[src/rtl/word_serializer_pkg.sv]
// Shared definitions for the word serializer.
//   WORD_W  : default word width / serial frame length
//   CNT_W   : width of the remaining-bits counter for WORD_W
//   state_e : serializer FSM states
package word_serializer_pkg;

    localparam int unsigned WORD_W = 32;
    localparam int unsigned CNT_W  = $clog2(WORD_W);

    typedef enum logic [0:0] {
        S_IDLE,
        S_SHIFT
    } state_e;

endpackage

[src/rtl/word_serializer_if.sv]
// Word input handshake plus serial output bundle of the word serializer.
//   in_data/in_valid/in_ready : word handshake (producer -> serializer)
//   ser_out/ser_active/ser_last : serial stream to the downstream shift register
//   word_ready : pulse when the downstream register holds a complete word
// master = producer/consumer side, slave = serializer side.
interface word_serializer_if
    import word_serializer_pkg::*;
#(
    parameter int unsigned WIDTH = WORD_W
);
    logic [WIDTH-1:0] in_data;
    logic             in_valid;
    logic             in_ready;
    logic             ser_out;
    logic             ser_active;
    logic             ser_last;
    logic             word_ready;

    modport master (
        output in_data, in_valid,
        input  in_ready, ser_out, ser_active, ser_last, word_ready
    );

    modport slave (
        input  in_data, in_valid,
        output in_ready, ser_out, ser_active, ser_last, word_ready
    );
endinterface

[src/rtl/word_pend_buf.sv]
// Single-entry holding register for the word waiting behind the one being shifted.
//   clk, clr : clock and synchronous active-high clear
//   load_i   : capture data_i and mark valid
//   take_i   : consume the held word (clears valid)
//   data_i   : word to hold
//   data_o   : held word
//   valid_o  : a word is held
module word_pend_buf
    import word_serializer_pkg::*;
#(
    parameter int unsigned WIDTH = WORD_W
) (
    input  logic             clk,
    input  logic             clr,
    input  logic             load_i,
    input  logic             take_i,
    input  logic [WIDTH-1:0] data_i,
    output logic [WIDTH-1:0] data_o,
    output logic             valid_o
);
    logic [WIDTH-1:0] data_q, data_d;
    logic             valid_q, valid_d;

    // load and take never coincide: loading needs the buffer empty, taking needs it full.
    always_comb begin
        data_d  = data_q;
        valid_d = valid_q;
        if (load_i) begin
            data_d  = data_i;
            valid_d = 1'b1;
        end else if (take_i) begin
            valid_d = 1'b0;
        end
    end

    always_ff @(posedge clk) begin
        if (clr) begin
            data_q  <= '0;
            valid_q <= 1'b0;
        end else begin
            data_q  <= data_d;
            valid_q <= valid_d;
        end
    end

    assign data_o  = data_q;
    assign valid_o = valid_q;
endmodule

[src/rtl/word_serializer.sv]
// Parallel-to-serial stage feeding a free-running 32-bit serial-in shift register.
// Words are accepted over valid/ready and emitted MSB first, one bit per clock.
// A one-entry pending buffer lets consecutive words stream with no idle gap.
//   clk      : system clock, rising edge
//   clr      : synchronous active-high reset (shared with the downstream register)
//   bus      : slave modport -- in_data/in_valid/in_ready handshake,
//              ser_out/ser_active/ser_last serial stream, word_ready pulse
module word_serializer
    import word_serializer_pkg::*;
#(
    parameter int unsigned WIDTH    = WORD_W,
    parameter logic        IDLE_BIT = 1'b0
) (
    input logic               clk,
    input logic               clr,
    word_serializer_if.slave  bus
);
    localparam int unsigned CntW = $clog2(WIDTH);

    state_e           state_q, state_d;
    logic [WIDTH-1:0] shreg_q, shreg_d;
    logic [CntW-1:0]  cnt_q, cnt_d;
    logic             word_ready_q;

    logic             pend_load, pend_take, pend_valid;
    logic [WIDTH-1:0] pend_data;
    logic             accept, last_bit;

    word_pend_buf #(
        .WIDTH (WIDTH)
    ) u_pend (
        .clk     (clk),
        .clr     (clr),
        .load_i  (pend_load),
        .take_i  (pend_take),
        .data_i  (bus.in_data),
        .data_o  (pend_data),
        .valid_o (pend_valid)
    );

    assign bus.in_ready = !clr && !pend_valid;
    assign accept       = bus.in_valid && bus.in_ready;
    assign last_bit     = (state_q == S_SHIFT) && (cnt_q == '0);

    always_comb begin
        state_d   = state_q;
        shreg_d   = shreg_q;
        cnt_d     = cnt_q;
        pend_load = 1'b0;
        pend_take = 1'b0;
        unique case (state_q)
            S_IDLE: begin
                if (accept) begin
                    shreg_d = bus.in_data;
                    cnt_d   = CntW'(WIDTH - 1);
                    state_d = S_SHIFT;
                end
            end
            S_SHIFT: begin
                if (cnt_q != '0) begin
                    shreg_d   = shreg_q << 1;
                    cnt_d     = cnt_q - 1'b1;
                    pend_load = accept;
                end else if (pend_valid) begin
                    shreg_d   = pend_data;
                    pend_take = 1'b1;
                    cnt_d     = CntW'(WIDTH - 1);
                end else if (accept) begin
                    // Bypass: the word arriving on the final bit goes straight to the shifter.
                    shreg_d = bus.in_data;
                    cnt_d   = CntW'(WIDTH - 1);
                end else begin
                    state_d = S_IDLE;
                end
            end
            default: state_d = S_IDLE;
        endcase
    end

    always_ff @(posedge clk) begin
        if (clr) begin
            state_q      <= S_IDLE;
            shreg_q      <= '0;
            cnt_q        <= '0;
            word_ready_q <= 1'b0;
        end else begin
            state_q      <= state_d;
            shreg_q      <= shreg_d;
            cnt_q        <= cnt_d;
            word_ready_q <= last_bit;
        end
    end

    assign bus.ser_out    = (state_q == S_SHIFT) ? shreg_q[WIDTH-1] : IDLE_BIT;
    assign bus.ser_active = (state_q == S_SHIFT);
    assign bus.ser_last   = last_bit;
    assign bus.word_ready = word_ready_q;
endmodule

[src/flat_wrapper.sv]
// flat-port wrapper written by rule: the top's interface ports become plain ports
module word_serializer_flat import word_serializer_pkg::*;
#(
    parameter int unsigned WIDTH    = WORD_W,
    parameter logic        IDLE_BIT = 1'b0
)
  (clk, clr, bus_in_data, bus_in_valid, bus_in_ready, bus_ser_out, bus_ser_active, bus_ser_last, bus_word_ready);
  word_serializer_if #(.WIDTH(WIDTH)) bus_i ();
  input logic clk;
  input logic clr;
  input wire logic [$bits(bus_i.in_data)-1:0] bus_in_data;
  input wire logic [$bits(bus_i.in_valid)-1:0] bus_in_valid;
  output wire logic [$bits(bus_i.in_ready)-1:0] bus_in_ready;
  output wire logic [$bits(bus_i.ser_out)-1:0] bus_ser_out;
  output wire logic [$bits(bus_i.ser_active)-1:0] bus_ser_active;
  output wire logic [$bits(bus_i.ser_last)-1:0] bus_ser_last;
  output wire logic [$bits(bus_i.word_ready)-1:0] bus_word_ready;
  assign bus_i.in_data = bus_in_data;
  assign bus_i.in_valid = bus_in_valid;
  assign bus_in_ready = bus_i.in_ready;
  assign bus_ser_out = bus_i.ser_out;
  assign bus_ser_active = bus_i.ser_active;
  assign bus_ser_last = bus_i.ser_last;
  assign bus_word_ready = bus_i.word_ready;
  word_serializer #(.WIDTH(WIDTH), .IDLE_BIT(IDLE_BIT)) u_core (.clk(clk), .clr(clr), .bus(bus_i));
endmodule
[config.mk]
export PLATFORM = sky130hd
export DESIGN_NAME = word_serializer_flat
export DESIGN_NICKNAME = d
export VERILOG_FILES = /design/src/rtl/word_serializer_pkg.sv /design/src/rtl/word_serializer_if.sv /design/src/rtl/word_pend_buf.sv /design/src/rtl/word_serializer.sv /design/src/flat_wrapper.sv
export SDC_FILE = /design/constraint.sdc
export NUM_CORES = 1
export LEC_CHECK = 0
export ABC_AREA = 1
export BUFFER_PORTS_ARGS = -buffer_cell sky130_fd_sc_hd__buf_2
export CORE_MARGIN = 5
export CORE_UTILIZATION = 54
export CTS_CLUSTER_SIZE = 25
export DETAILED_ROUTE_END_ITERATION = 16
export GPL_TIMING_DRIVEN = 0
export PLACE_DENSITY = 0.88
export SYNTH_ARGS = -nofsm -noshare
export SYNTH_HDL_FRONTEND = slang
export SYNTH_SLANG_ARGS = --single-unit
[constraint.sdc]
create_clock -name clk -period 1.35 [get_ports clk]
set_input_delay 0.135 -clock clk [delete_from_list [all_inputs] [get_ports clk]]
set_output_delay 0.135 -clock clk [all_outputs]
set_load 0.05 [all_outputs]
# ---- Yosys cells after proc, flatten, opt, wreduce, memory -nomap -nowiden
# Index checks and enable logic that the tools add are counted.
dict set report word_totals {
  in_bits 35
  reg_bits 72
  output_inout_bits 5
}
dict set report op_classes {
  bitwise_logic 1
  addsub 1
  muxes 20
  reduce_logical 8
}
# cell count
set op_table {}
lappend op_table {{$mux 32} 3}
lappend op_table {{$pmux 32 s2} 1}
lappend op_table {{$mux 5} 3}
lappend op_table {{$mux 1} 11}
lappend op_table {{$pmux 5 s2} 1}
lappend op_table {{$logic_not 5->1} 1}
lappend op_table {{$reduce_bool 5->1} 1}
lappend op_table {{$sub 5x1->5 const B} 1}
lappend op_table {{$logic_and 1x1->1} 3}
lappend op_table {{$logic_not 1->1} 2}
lappend op_table {{$pmux 1 s2} 1}
lappend op_table {{$reduce_bool 2->1} 1}
lappend op_table {{$not 1->1} 1}

# ---- Logic depth before layout (Yosys ltp)
# Gate-level depths: netlist of run 1.
dict set report depth {
  depth_word 7
  mapped_depth 9
  ltp_nobuf 8
}

# ---- Cells and area by module
# A second synthesis of run 1 with hierarchy kept.
dict set report unflattened {
  cells_unflattened 566
  area_unflattened_um2 3726.1
}
# module cells_each n_inst area_each_um2
set by_module_without_submodules {}
lappend by_module_without_submodules {word_serializer 423 1 2573.7}
lappend by_module_without_submodules {word_pend_buf 143 1 1152.4}

# ---- Worst setup path before layout of run 1
# Ideal clock, no wire load.
dict set report synth_timing {
  path_type {register -> register}
  start {reg u_core.state_q, in the netlist u_core.bus.ser_active}
  end {reg u_core.shreg_q[25]}
  arrival_time_ns 1.570
  stages_incl_launch_ff 7
  period_less_slack_ns 1.683
  required_time_ns 1.237
  path_buffers 1
  slack_ns -0.333
  cell_sequence {dfxtp_1 -> inv_1 -> nor2_4 -> buf_4 -> nand2_1 -> nand3_1 -> nor2_1}
}
dict set report synth_between {
  elab_chain_len 2
}
# item line_no
set synth_lines {}
lappend synth_lines {{from (decl)} word_serializer.sv:20} ;# state_e state_q, state_d;
lappend synth_lines {{from (signal assigned)} word_serializer.sv:87} ;# state_q <= state_d;
lappend synth_lines {{$not 1->1} -}
lappend synth_lines {{$pmux 32 s2 (*)} word_serializer.sv:51} ;# unique case (state_q)
lappend synth_lines {{to (signal assigned)} word_serializer.sv:88} ;# shreg_q <= shreg_d;
lappend synth_lines {{to (decl)} word_serializer.sv:21} ;# logic [WIDTH-1:0] shreg_q, shreg_d;
# Every way passes the cells marked *; elsewhere a longest branch is shown, timed or not.
# A chain may end at the register's enable or synchronous reset.

# ---- Worst setup path after layout of run 1
dict set report layout_timing {
  start {reg u_core.cnt_q[1]}
  end {out bus_ser_last}
}
dict set report layout_between {
  elab_chain_len 2
}
# item line_no
set layout_lines {}
lappend layout_lines {{from (decl)} word_serializer.sv:22} ;# logic [CntW-1:0] cnt_q, cnt_d;
lappend layout_lines {{from (signal assigned)} word_serializer.sv:89} ;# cnt_q <= cnt_d;
lappend layout_lines {{$logic_not 5->1} word_serializer.sv:43} ;# assign last_bit = (state_q == S_SHIFT) && (cnt_q == '0);
lappend layout_lines {{$logic_and 1x1->1} word_serializer.sv:43}
lappend layout_lines {{to (decl)} flat_wrapper.sv:16} ;# output wire logic [$bits(bus_i.ser_last)-1:0] bus_ser_last;
# Every way passes these cells.

==> metrics.sh, run 1 <==
RUN_STATUS='finished, violations left'
VIOLATIONS='setup timing'
POWER.NET_SWITCHING_mW=1.84
CTS_MAX_PATH_BUFFERS=2
REG2REG_SLACK_NS=-0.14
WORST-SETUP-PATH-TYPE='register to output port'
SLEW-LIMIT-HEADROOM_PCT=55.3
FINAL-INSTANCE-COUNT-EXCL-FILL=830
FINALWORSTPATHREQUIREDPERIOD_NS=1.54
INITIALDRTVIOLATIONCOUNT=403
CTS_TREE='built'
CTS_ROOT_BUFFER='sky130_fd_sc_hd__clkbuf_8'
ROUTED_WIRELENGTH_UM=12800
PLACE.DETAILED.INSTANCES=791
IR_WORST_VDD_mV=0.699
HOLD_PATH_DEPTH=2
FMAX_MHz=649
CLKSLEWWORSTSETUPHOLDPATHS_NS=0.07
TIMING.CRITICAL_PATH.BUF_INV=3
SYNTH_XOR_AREA_SHARE_PCT=0
VIAS_IN_THE_FIRST_GLOBAL_ROUTE=4514
SWITCHING_SHARE_PCT=28.4
CLOCK-SINKS=72
SYNTH_COMPOUND_GATE_AREA_SHARE_PCT=5.19
SEQPWRFRAC_PCT=36.7
NUMCTSBUFFERS=9
DRV_SLEW=0
LAYOUT.CORE_UTILIZATION_PCT=71.4
CRITPATHREQUIREDTIME_NS=1.22
GRT_START_MAX_NET_PINS=13
FIN_NETS=762
WORST_SKEW_PAIR_LATENCY_NS=0.37
CLOCK_POWER_SHARE_PCT=39.7
GRT_SETUP_UNREPAIRED='true'
HOLDWS_NS=0.0326
TIMING.FINAL.CRIT_SHARE_PCT=114
DRTANTENNAVIOLNETS=0
INTPOWER_mW=4.64
TIMING.CRITICAL_PATH.SLOWEST_STAGE_CELL='sky130_fd_sc_hd__dfxtp_2'
SYNTH_SEQ_CELLS=72
WORST_SLEW_PIN_SLEW_NS=0.670
TOTAL_LEAKAGE_POWER_nW=2.51
SYN_AVG_CELL_AREA_UM2=6.24
COUNT_OF_H_TREE_LEVELS_BUILT_DURING_CTS=3
P_COMB_SHARE_PCT=23.6
VIAS=4516
SYNTH-EDFF-COUNT=0
COUNT_OF_ENDPOINTS_FAILING_SETUP_IN_THE_FINAL_REPORT=69
LAYOUT-DRIVE-GT1-SHARE_PCT=21.3
SYNTH_SEQ_AREA_SHARE_PCT=35.4
SYNTH_SIMPLE_GATE_AREA_SHARE_PCT=45.4
PORT-BUFFER-COUNT=39
VIAS_PER_CELL=5.44
GRT_REMAINING_OVERFLOW=0
WORSTPATHMAXFANOUT=2
FP.DIEH_UM=96.8
MAPPEDNETLISTNETS=689
DETAIL_ROUTE.DRC_VIOLATIONS=0
CP-END-KIND='output port'
SYNTH_ADDER_AREA_SHARE_PCT=0.307
MAIN_COMBINATIONAL_CELL_FAMILY_BY_AREA_AFTER_SYNTHESIS='simple AND/OR/NAND/NOR gates'
FIRSTDRTPASSITERS=6
SYNTH.LIB_CELLS_USED.DISTINCT=26
CORE_AREA_UM2=7290
SETUP_WS_NS=-0.190
AREA_GROWTH_SYN_TO_LAYOUT_PCT=27.8
DIE_WIDTH_UM=96.8
FINALHOLDVIOLATIONS=0
WORSTPATHCELLLIST='inv_2, ha_4, nand3_4, nor2_4, buf_12, buf_12'
CRITICAL-PATH-TOP-DELAY-FAMILY='flip-flops'
TIMING.CRITICAL_PATH.DEPTH=6
DRT-WIRELENGTH-PER-CELL_UM=15.5
TIMING.CLOCK.SKEW_NS=0.0161
YOSYS_WARNINGS=0
WORST_R2R_PATH_DEPTH=8
IOPINCOUNT=40
CPMOSTUSEDCELL='sky130_fd_sc_hd__buf_12'
SYNTH_FLOP_CELL='sky130_fd_sc_hd__dfxtp_1'
POWERDENSITY_nW_PER_UM2=1250
FILLER_CELL_COUNT=579
HP-START='clr'
CP_SLOWEST_STAGE_DELAY_NS=0.33
ARRIVAL_NS=1.40
CORE.ROWCOUNT=31
ASYNC_RESET_FF_SHARE_PCT=0
WORSTSETUPSTARTPOINTTYPE='register'
GRT_UTIL_ALL_LAYERS_PCT=26.4
WORST_R2R_ENDPOINT='u_core.u_pend.data_o[28]'
DIEAREA_UM2=9380
INITIAL_UTILIZATION_PCT=55.9
ANTENNA_FOUND_INITIAL=0
GP_CONGESTION=0.856
SYNTH.MUX.AREA_FRACTION_PCT=0
NETLIST_INSTANCES=653
DRV.MAX_CAP_VIOLATION_COUNT=0
DIODE_INSERTION_COUNT_FOR_ANTENNA_REPAIR=0
SYNTH.CELL_AREA_UM2=4070
PRE_CTS_WS_NS=-0.219
HOLDBUFCOUNTCTS=0
TIMING.HOLD.WORST.CLASS='input port to register'
DPL_WIRE_LENGTH_UM=7060
REG_TO_REG_STARTPOINT='u_core.cnt_q[1]'
GRT_FIRST_PASS_WIRELENGTH_UM=20400
MIN_TO='u_core.u_pend.valid_o'
## worst max path at each step
stage | startpoint | endpoint | slack [ns]
after floorplan | u_core.u_pend.valid_o | u_core.u_pend.data_o[10] | -0.03
after global placement | u_core.cnt_q[0] | bus_ser_last | -0.20
after detailed placement | u_core.cnt_q[0] | bus_ser_last | -0.22
after CTS | u_core.cnt_q[1] | bus_ser_last | -0.16
after global routing | u_core.cnt_q[2] | bus_ser_last | -0.23
final | u_core.cnt_q[1] | bus_ser_last | -0.19
## final cells by class
cell class / instances / area (um2) / area share, %
Multi-Input combinational cell: 458 / 2200 / 42.3
Buffer: 39 / 369 / 7.09
Clock inverter: 5 / 150 / 2.89
Clock buffer: 11 / 151 / 2.91
Inverter: 83 / 315 / 6.06
Tap cell: 99 / 124 / 2.38
Sequential cell: 72 / 1450 / 27.8
Timing Repair Buffer: 63 / 443 / 8.51
## power by group through the flow
stage	sequential [mW]	combinational (mW)	clock (mW)
2_1_floorplan	2.40	0.891	0
3_3_place_gp	2.40	1.13	0
3_5_place_dp	2.41	1.18	0
4_1_cts	2.37	1.42	2.54
6_report	2.38	1.53	2.57
5_1_grt	2.39	1.65	2.66
## what timing repair did
item | CTS | global route
buffers inserted | 15 | 5
endpoints found under the setup margin | 67 | 73
gates resized for setup | 71 | 11
pin swaps | 11 | 11
gates cloned | 5 | 0
## layout by cell type, fill, tap and decap left out, drive strengths merged
cell / count
nand3b: 31
nand3: 44
o21ai: 35
a31oi: 1
or2: 31
buf: 90
clkinvlp: 1
bufinv: 5
inv: 81
nor2: 129
dfxtp: 72
clkinv: 1
clkbuf: 23
a21oi: 6
nand2: 178
nand4: 2
ha: 1
## routing by layer
layer,up-vias,GRT usage [%],wire length (um)
met5,-,0,0
met4,0,16.6,516
met3,55,4.96,1090
met2,265,46.6,6320
met1,2073,28.9,4910
li1,2123,-,-
## flip-flops by register name, indices dropped and copies added (netlist names)
register	cells
u_core.shreg_q	32
u_core.u_pend.data_o	32
u_core.bus.ser_active	1
u_core.cnt_q	5
u_core.bus.word_ready	1
u_core.u_pend.valid_o	1
## per-stage QoR
step                      TNS [ns]  area [um2]  power (mW)
after floorplan             -0.942        4150        3.29
after global placement       -6.10        4470        3.53
after detailed placement     -8.44        4470        3.58
after CTS                    -3.84        5160        6.33
after global routing        -10.57        5200        6.70
final                        -5.31        5200        6.48
## cells by family (layout without fill, tap and decap cells)
| group | Yosys count | in the layout |
|---|---|---|
| buffers and inverters | 123 | 201 |
| DFF | 72 | 72 |
| AOI/OAI and AO/OA | 42 | 42 |
| and+or+nand+nor | 415 | 415 |
| adders and majority gates | 1 | 1 |
## Yosys cell counts, types with 3 or more instances
library cell / n / area (um2)
sky130_fd_sc_hd__dfxtp_1: 72 / 1440
sky130_fd_sc_hd__nand2_1: 177 / 664
sky130_fd_sc_hd__clkbuf_2: 3 / 15.0
sky130_fd_sc_hd__nand3b_1: 31 / 233
sky130_fd_sc_hd__nand3_1: 42 / 210
sky130_fd_sc_hd__or2_0: 31 / 194
sky130_fd_sc_hd__buf_6: 8 / 90.1
sky130_fd_sc_hd__inv_2: 3 / 11.3
sky130_fd_sc_hd__nor2_1: 126 / 473
sky130_fd_sc_hd__clkbuf_1: 10 / 37.5
sky130_fd_sc_hd__o21ai_0: 34 / 170
sky130_fd_sc_hd__buf_4: 4 / 30.0
sky130_fd_sc_hd__inv_1: 79 / 297
sky130_fd_sc_hd__a21oi_1: 6 / 30.0
sky130_fd_sc_hd__buf_2: 14 / 70.1
No activity file was read; power rests on OpenSTA's default activity.
==> run 2, diff against run 1 <==
--- a/config.mk
+++ b/config.mk
@@ -7,7 +7,7 @@
 export LEC_CHECK = 0
 export ABC_AREA = 1
 export BUFFER_PORTS_ARGS = -buffer_cell sky130_fd_sc_hd__buf_2
-export CORE_MARGIN = 5
+export CORE_MARGIN = 2
 export CORE_UTILIZATION = 54
 export CTS_CLUSTER_SIZE = 25
 export DETAILED_ROUTE_END_ITERATION = 16
==> metrics.sh, run 2 (synthesis results as in run 1) <==
COUNT_OF_H_TREE_LEVELS_BUILT_DURING_CTS=3
SETUP_TOTAL_NEGATIVE_SLACK_NS=-3.11
RUN_STATUS='finished, violations left'
IOPINCOUNT=40
GRT_SETUP_UNREPAIRED='true'
TIMING.CLOCK.SKEW_NS=0.0113
DPL_WIRE_LENGTH_UM=6740
FINALHOLDVIOLATIONS=0
VIAS_IN_THE_FIRST_GLOBAL_ROUTE=3961
POWER.TOTAL_mW=5.85
WORST_R2R_PATH_DEPTH=9
WORST_R2R_ENDPOINT='u_core.shreg_q[23]'
DRT-WIRELENGTH-PER-CELL_UM=14.6
CORE_AREA_UM2=7290
WORST-SETUP-PATH-TYPE='register to output port'
FINALWORSTPATHREQUIREDPERIOD_NS=1.53
INITIAL_UTILIZATION_PCT=55.9
GRT_REMAINING_OVERFLOW=0
ROUTED_WIRELENGTH_UM=12100
WORST_SLEW_PIN_SLEW_NS=0.767
COUNT_OF_ENDPOINTS_FAILING_SETUP_IN_THE_FINAL_REPORT=50
DRTANTENNAVIOLNETS=0
DIODE_INSERTION_COUNT_FOR_ANTENNA_REPAIR=0
CLKSLEWWORSTSETUPHOLDPATHS_NS=0.07
DRV.MAX_CAP_VIOLATION_COUNT=0
VIAS=4535
IR_WORST_VDD_mV=0.801
POWERDENSITY_nW_PER_UM2=1120
GRT_UTIL_ALL_LAYERS_PCT=26.3
DPL-INSTANCE-AREA_UM2=4470
CP_SLOWEST_STAGE_DELAY_NS=0.33
MOST-COMMON-LAYOUT-CELLS='173 x sky130_fd_sc_hd__nand2_1, 124 x sky130_fd_sc_hd__nor2_1, 76 x sky130_fd_sc_hd__inv_1'
CRITPATHREQUIREDTIME_NS=1.22
FIN_NETS=761
TIMING.FINAL.CRIT_SHARE_PCT=113
NUMCTSBUFFERS=9
CORE.ROWCOUNT=31
HOLDBUFCOUNTCTS=0
GP_CONGESTION=0.888
INITIALDRTVIOLATIONCOUNT=429
CTS_TREE='built'
FIRSTDRTPASSITERS=5
PRE_CTS_WS_NS=-0.223
FMAX_MHz=654
VIAS_PER_CELL=5.47
DIEAREA_UM2=8250
LAYOUT.CORE_UTILIZATION_PCT=71.6
WORSTSETUPSTARTPOINTTYPE='register'
DRV_SLEW=0
TIMING.CRITICAL_PATH.BUF_INV=3
WORSTPATHMAXFANOUT=3
REG_TO_REG_STARTPOINT='u_core.cnt_q[1]'
CTS_ROOT_BUFFER='sky130_fd_sc_hd__clkbuf_8'
ANTENNA_FOUND_INITIAL=0
AREA_GROWTH_SYN_TO_LAYOUT_PCT=28.2
DETAIL_ROUTE.DRC_VIOLATIONS=0
TIMING.HOLD.WORST.CLASS='input port to register'
CRITICAL-PATH-TOP-DELAY-FAMILY='flip-flops'
REG2REG_SLACK_NS=-0.14
ARRIVAL_NS=1.39
CLOCK-SINKS=72
WORST_SKEW_PAIR_LATENCY_NS=0.36
MIN_TO='u_core.bus.ser_active'
CTS_MAX_PATH_BUFFERS=2
WORSTPATHCELLLIST='inv_2, ha_4, nand3_4, nor2_4, buf_12, buf_12'
FINAL_AREA_UM2=5220
HOLD_PATH_DEPTH=2
TIMING.CRITICAL_PATH.FROM='u_core.cnt_q[1]'
GRT_START_MAX_NET_PINS=13
VIOLATIONS='setup timing'
SLEW-LIMIT-HEADROOM_PCT=48.9
PORT-BUFFER-COUNT=39
DIE_WIDTH_UM=90.8
CPMOSTUSEDCELL='sky130_fd_sc_hd__buf_12'
LAYOUT-DRIVE-GT1-SHARE_PCT=21.6
HP-START='clr'
GRT_FIRST_PASS_WIRELENGTH_UM=17700
CP-END-KIND='output port'
SETUP_WS_NS=-0.179
LAYOUT_COMMONEST_CELL='sky130_fd_sc_hd__nand2_1'
TOTAL_LEAKAGE_POWER_nW=2.49
FILLER_CELL_COUNT=518
TIMING.CRITICAL_PATH.SLOWEST_STAGE_CELL='sky130_fd_sc_hd__dfxtp_2'
FP.DIEH_UM=90.8
run 2: changes by cell type in the layout (fill, tap and decap cells not counted), moves of 5 or more:
cell,delta
sky130_fd_sc_hd__buf_4,-8
sky130_fd_sc_hd__nand2_2,-9
sky130_fd_sc_hd__o21ai_1,-21
sky130_fd_sc_hd__o21ai_2,+21
sky130_fd_sc_hd__nor2_2,-5
sky130_fd_sc_hd__nor2_1,+5
sky130_fd_sc_hd__nand2_1,+9
run 2: metal layers:
metal  part of all wire (%)  vias up  GRT usage (%)  wire length, um
met2                     50      270           44.5             6020
met1                     38     2087           32.5             4650
met5                      0        -              0                0
met3                    8.2       53           5.34              994
li1                       -     2125              -                -
met4                    3.6        0           11.6              435
run 2: layout make-up:
type                       count  area (um2)  area share (%)
tap                           99         124            2.37
clock inverter                 5        55.1            1.05
clock buffer                  11         151            2.90
timing repair buffer          61         482            9.22
inverter                      83         320            6.13
multi-input combinational    458        2240            42.9
sequential                    72        1450            27.7
buffer                        40         402            7.69
run 2: stage by stage:
step	std cells	hold WS (ns)
final	829	0.0332
after CTS	821	0.0293
after global routing	829	0.0222
after global placement	791	0.391
after floorplan	653	0.197
after detailed placement	791	0.403
run 2: worst max-delay path by stage:
stage / to / slack [ns] / cells after the start
after global routing: bus_ser_last / -0.23 / 6
after global placement: bus_ser_last / -0.20 / 6
after detailed placement: bus_ser_last / -0.22 / 6
final: bus_ser_last / -0.18 / 6
after floorplan: u_core.u_pend.data_o[10] / -0.03 / 6
after CTS: bus_ser_last / -0.16 / 6
run 2: where the power goes:
part	switching, mW	internal (mW)	total (mW)	leakage [nW]
combinational	0.915	0.766	1.68	1.80
clock	0.849	0.948	1.80	0.101
sequential	0.0909	2.28	2.37	0.589
run 2: worst reg2reg max path: stages, from the launching register on:
cell and delay [ns]:
sky130_fd_sc_hd__dfxtp_2 0.33, sky130_fd_sc_hd__inv_2 0.07, sky130_fd_sc_hd__ha_4 0.15, sky130_fd_sc_hd__nand3_4 0.10, sky130_fd_sc_hd__buf_6 0.16, sky130_fd_sc_hd__clkbuf_16 0.17, sky130_fd_sc_hd__clkbuf_16 0.15, sky130_fd_sc_hd__nand3b_1 0.11
sky130_fd_sc_hd__nand3_1 0.10, sky130_fd_sc_hd__nor2_1 0.10
run 2: repair_timing:
item,CTS,global route
gates cloned,3,4
resized for setup,37,53
setup endpoints to repair,67,71
buffers inserted,11,5
hold endpoints to repair,0,0
pin swaps,3,34
==> run 3, diff against run 2 <==
--- a/config.mk
+++ b/config.mk
@@ -6,13 +6,13 @@
 export NUM_CORES = 1
 export LEC_CHECK = 0
 export ABC_AREA = 1
-export BUFFER_PORTS_ARGS = -buffer_cell sky130_fd_sc_hd__buf_2
 export CORE_MARGIN = 2
-export CORE_UTILIZATION = 54
+export CORE_UTILIZATION = 58
 export CTS_CLUSTER_SIZE = 25
 export DETAILED_ROUTE_END_ITERATION = 16
+export DONT_BUFFER_PORTS = 1
 export GPL_TIMING_DRIVEN = 0
-export PLACE_DENSITY = 0.88
+export PLACE_DENSITY = 0.87
 export SYNTH_ARGS = -nofsm -noshare
 export SYNTH_HDL_FRONTEND = slang
 export SYNTH_SLANG_ARGS = --single-unit
==> metrics.sh, run 3 (synthesis results as in run 1) <==
RUN_STATUS='finished, violations left'
VIOLATIONS='setup timing'
FP.DIEH_UM=87.8
GP_CONGESTION=0.849
DRTANTENNAVIOLNETS=0
DRV.MAX_CAP_VIOLATION_COUNT=0
DIEAREA_UM2=7710
REG_TO_REG_STARTPOINT='u_core.u_pend.valid_o'
TOTAL_LEAKAGE_POWER_nW=2.23
TIMING.CRITICAL_PATH.BUF_INV=2
GRT_START_MAX_NET_PINS=12
WORST_R2R_ENDPOINT='u_core.shreg_q[23]'
FIN_NETS=717
DRT-WIRELENGTH-PER-CELL_UM=14.5
WORSTSETUPSTARTPOINTTYPE='register'
CTS_TREE='built'
COUNT_OF_ENDPOINTS_FAILING_SETUP_IN_THE_FINAL_REPORT=73
SETUP_WS_NS=-0.330
VIAS=4197
WORSTPATHMAXFANOUT=8
P_COMB_SHARE_PCT=24.9
CP-END-KIND='register'
DPL_WIRE_LENGTH_UM=6760
TIMING.CLOCK.SKEW_NS=0.0109
VIAS_PER_CELL=5.36
REGAREA_UM2=1450
CRITICAL-PATH-TOP-DELAY-FAMILY='simple AND/OR/NAND/NOR gates'
NUMCTSBUFFERS=9
FINALWORSTPATHREQUIREDPERIOD_NS=1.68
FMAX_MHz=595
HP-START='bus_in_data[12]'
CTS_ROOT_BUFFER='sky130_fd_sc_hd__clkbuf_8'
TIMING.HOLD.WORST.CLASS='input port to register'
PORT-BUFFER-COUNT=0
ANTENNA_FOUND_INITIAL=1
GRT_SETUP_UNREPAIRED='true'
SWITCHING_SHARE_PCT=32.5
FILLER_CELL_COUNT=522
DIE_WIDTH_UM=87.8
CLOCK_POWER_SHARE_PCT=29.4
TIMING.CRITICAL_PATH.SLOWEST_STAGE_CELL='sky130_fd_sc_hd__nor2_4'
IOPINCOUNT=40
LAYOUT_COMMONEST_CELL='sky130_fd_sc_hd__nand2_1'
POWER.NET_SWITCHING_mW=1.70
CORE.ROWCOUNT=30
WORST_R2R_PATH_DEPTH=8
AREA_USED_BY_MULTI_INPUT_COMBINATIONAL_LOGIC_UM2=2210
MOST-COMMON-LAYOUT-CELLS='157 x sky130_fd_sc_hd__nand2_1, 121 x sky130_fd_sc_hd__nor2_1, 75 x sky130_fd_sc_hd__inv_1'
SEQPWRFRAC_PCT=45.7
GRT_REMAINING_OVERFLOW=0
POWERDENSITY_nW_PER_UM2=1080
CLOCK-SINKS=72
CP_SLOWEST_STAGE_DELAY_NS=0.37
ARRIVAL_NS=1.94
TIMING.CRITICAL_PATH.DEPTH=8
VIAS_IN_THE_FIRST_GLOBAL_ROUTE=3665
GRT_UTIL_ALL_LAYERS_PCT=27.7
CORE_AREA_UM2=6790
REG2REG_SLACK_NS=-0.33
LAYOUT-DRIVE-GT1-SHARE_PCT=16.0
COUNT_OF_H_TREE_LEVELS_BUILT_DURING_CTS=3
WORST-SETUP-PATH-TYPE='register to register'
FIRSTDRTPASSITERS=6
DRV_SLEW=0
INITIAL_UTILIZATION_PCT=59.9
INITIALDRTVIOLATIONCOUNT=546
CTS_MAX_PATH_BUFFERS=2
WORST_SKEW_PAIR_LATENCY_NS=0.36
CLKSLEWWORSTSETUPHOLDPATHS_NS=0.08
WORSTPATHCELLLIST='nor2_4, nand2_8, buf_4, clkbuf_16, nand2_1, nand2_1, nor2_1, nor2_1'
HOLD_PATH_DEPTH=4
HOLDWS_NS=0.00483
WORST_SLEW_PIN_SLEW_NS=0.509
INTPOWER_mW=3.53
CRITPATHREQUIREDTIME_NS=1.61
IR_WORST_VDD_mV=0.628
TIMING.FINAL.CRIT_SHARE_PCT=124
AREA_GROWTH_SYN_TO_LAYOUT_PCT=18.6
SETUP_TOTAL_NEGATIVE_SLACK_NS=-12.87
GRT_FIRST_PASS_WIRELENGTH_UM=16700
MIN_TO='u_core.shreg_q[12]'
DETAIL_ROUTE.DRC_VIOLATIONS=0
ROUTED_WIRELENGTH_UM=11300
FINALHOLDVIOLATIONS=0
SLEW-LIMIT-HEADROOM_PCT=66.1
-- run 3: layout make-up --
type	count	share of cell area (%)
Multi-Input combinational cell	458	45.7
Sequential cell	72	30.0
Buffer	40	7.25
Inverter	83	6.86
Timing Repair Buffer	17	4.27
Clock buffer	12	3.00
Tap cell	96	2.49
Clock inverter	4	0.414
Antenna cell	1	0.0518
-- run 3: how the worst max path moves through the flow --
| stage | start | slack, ns | endpoint |
|---|---|---|---|
| 2_1_floorplan | u_core.u_pend.valid_o | -0.03 | u_core.u_pend.data_o[10] |
| 3_5_place_dp | u_core.u_pend.valid_o | -0.24 | u_core.u_pend.data_o[3] |
| 4_1_cts | u_core.bus.ser_active | -0.21 | bus_ser_out |
| 6_report | u_core.u_pend.valid_o | -0.33 | u_core.shreg_q[23] |
| 3_3_place_gp | u_core.bus.ser_active | -0.19 | u_core.shreg_q[19] |
| 5_1_grt | u_core.u_pend.valid_o | -0.38 | u_core.shreg_q[23] |
-- run 3: power groups by stage --
stage / combinational, mW / clock (mW) / sequential, mW
2_1_floorplan: 0.891 / 0 / 2.40
3_3_place_gp: 1.05 / 0 / 2.41
3_5_place_dp: 1.09 / 0 / 2.42
4_1_cts: 1.16 / 1.52 / 2.37
5_1_grt: 1.43 / 1.60 / 2.40
6_report: 1.30 / 1.53 / 2.39
-- run 3: through the flow --
step / utilization (%) / cells / area, um2 / worst slack (ns) / power (mW)
2_1_floorplan: - / 653 / 4150 / -0.0302 / 3.29
3_3_place_gp: 62.9 / 749 / 4270 / -0.186 / 3.46
3_5_place_dp: 62.9 / 749 / 4270 / -0.235 / 3.51
4_1_cts: 67.6 / 776 / 4590 / -0.207 / 5.05
5_1_grt: 71.1 / 783 / 4830 / -0.380 / 5.43
6_report: 71.1 / 783 / 4830 / -0.330 / 5.22
-- run 3: worst register-to-register path, stage by stage, from the launching register on --
cell                        delay, ns
sky130_fd_sc_hd__dfxtp_4         0.35
sky130_fd_sc_hd__nor2_4          0.37
sky130_fd_sc_hd__nand2_8         0.16
sky130_fd_sc_hd__buf_4           0.18
sky130_fd_sc_hd__clkbuf_16       0.14
sky130_fd_sc_hd__nand2_1         0.08
sky130_fd_sc_hd__nand2_1         0.08
sky130_fd_sc_hd__nor2_1          0.15
sky130_fd_sc_hd__nor2_1          0.07
-- run 3: what timing repair did --
item | CTS | global route
setup buffers | 7 | 4
endpoints found under the setup margin | 73 | 73
gates cloned | 1 | 3
pin swaps | 6 | 17
gates resized for setup | 17 | 55
hold endpoints to repair | 5 | 0
hold buffers | 3 | 0
-- run 3: per-layer routing --
layer	up-vias	track usage (%)	part of all wire, %
met5	-	0	0
met4	0	12.7	3.9
met3	55	6.03	9.1
met2	220	46.0	48
met1	1895	34.3	39
li1	2027	-	-
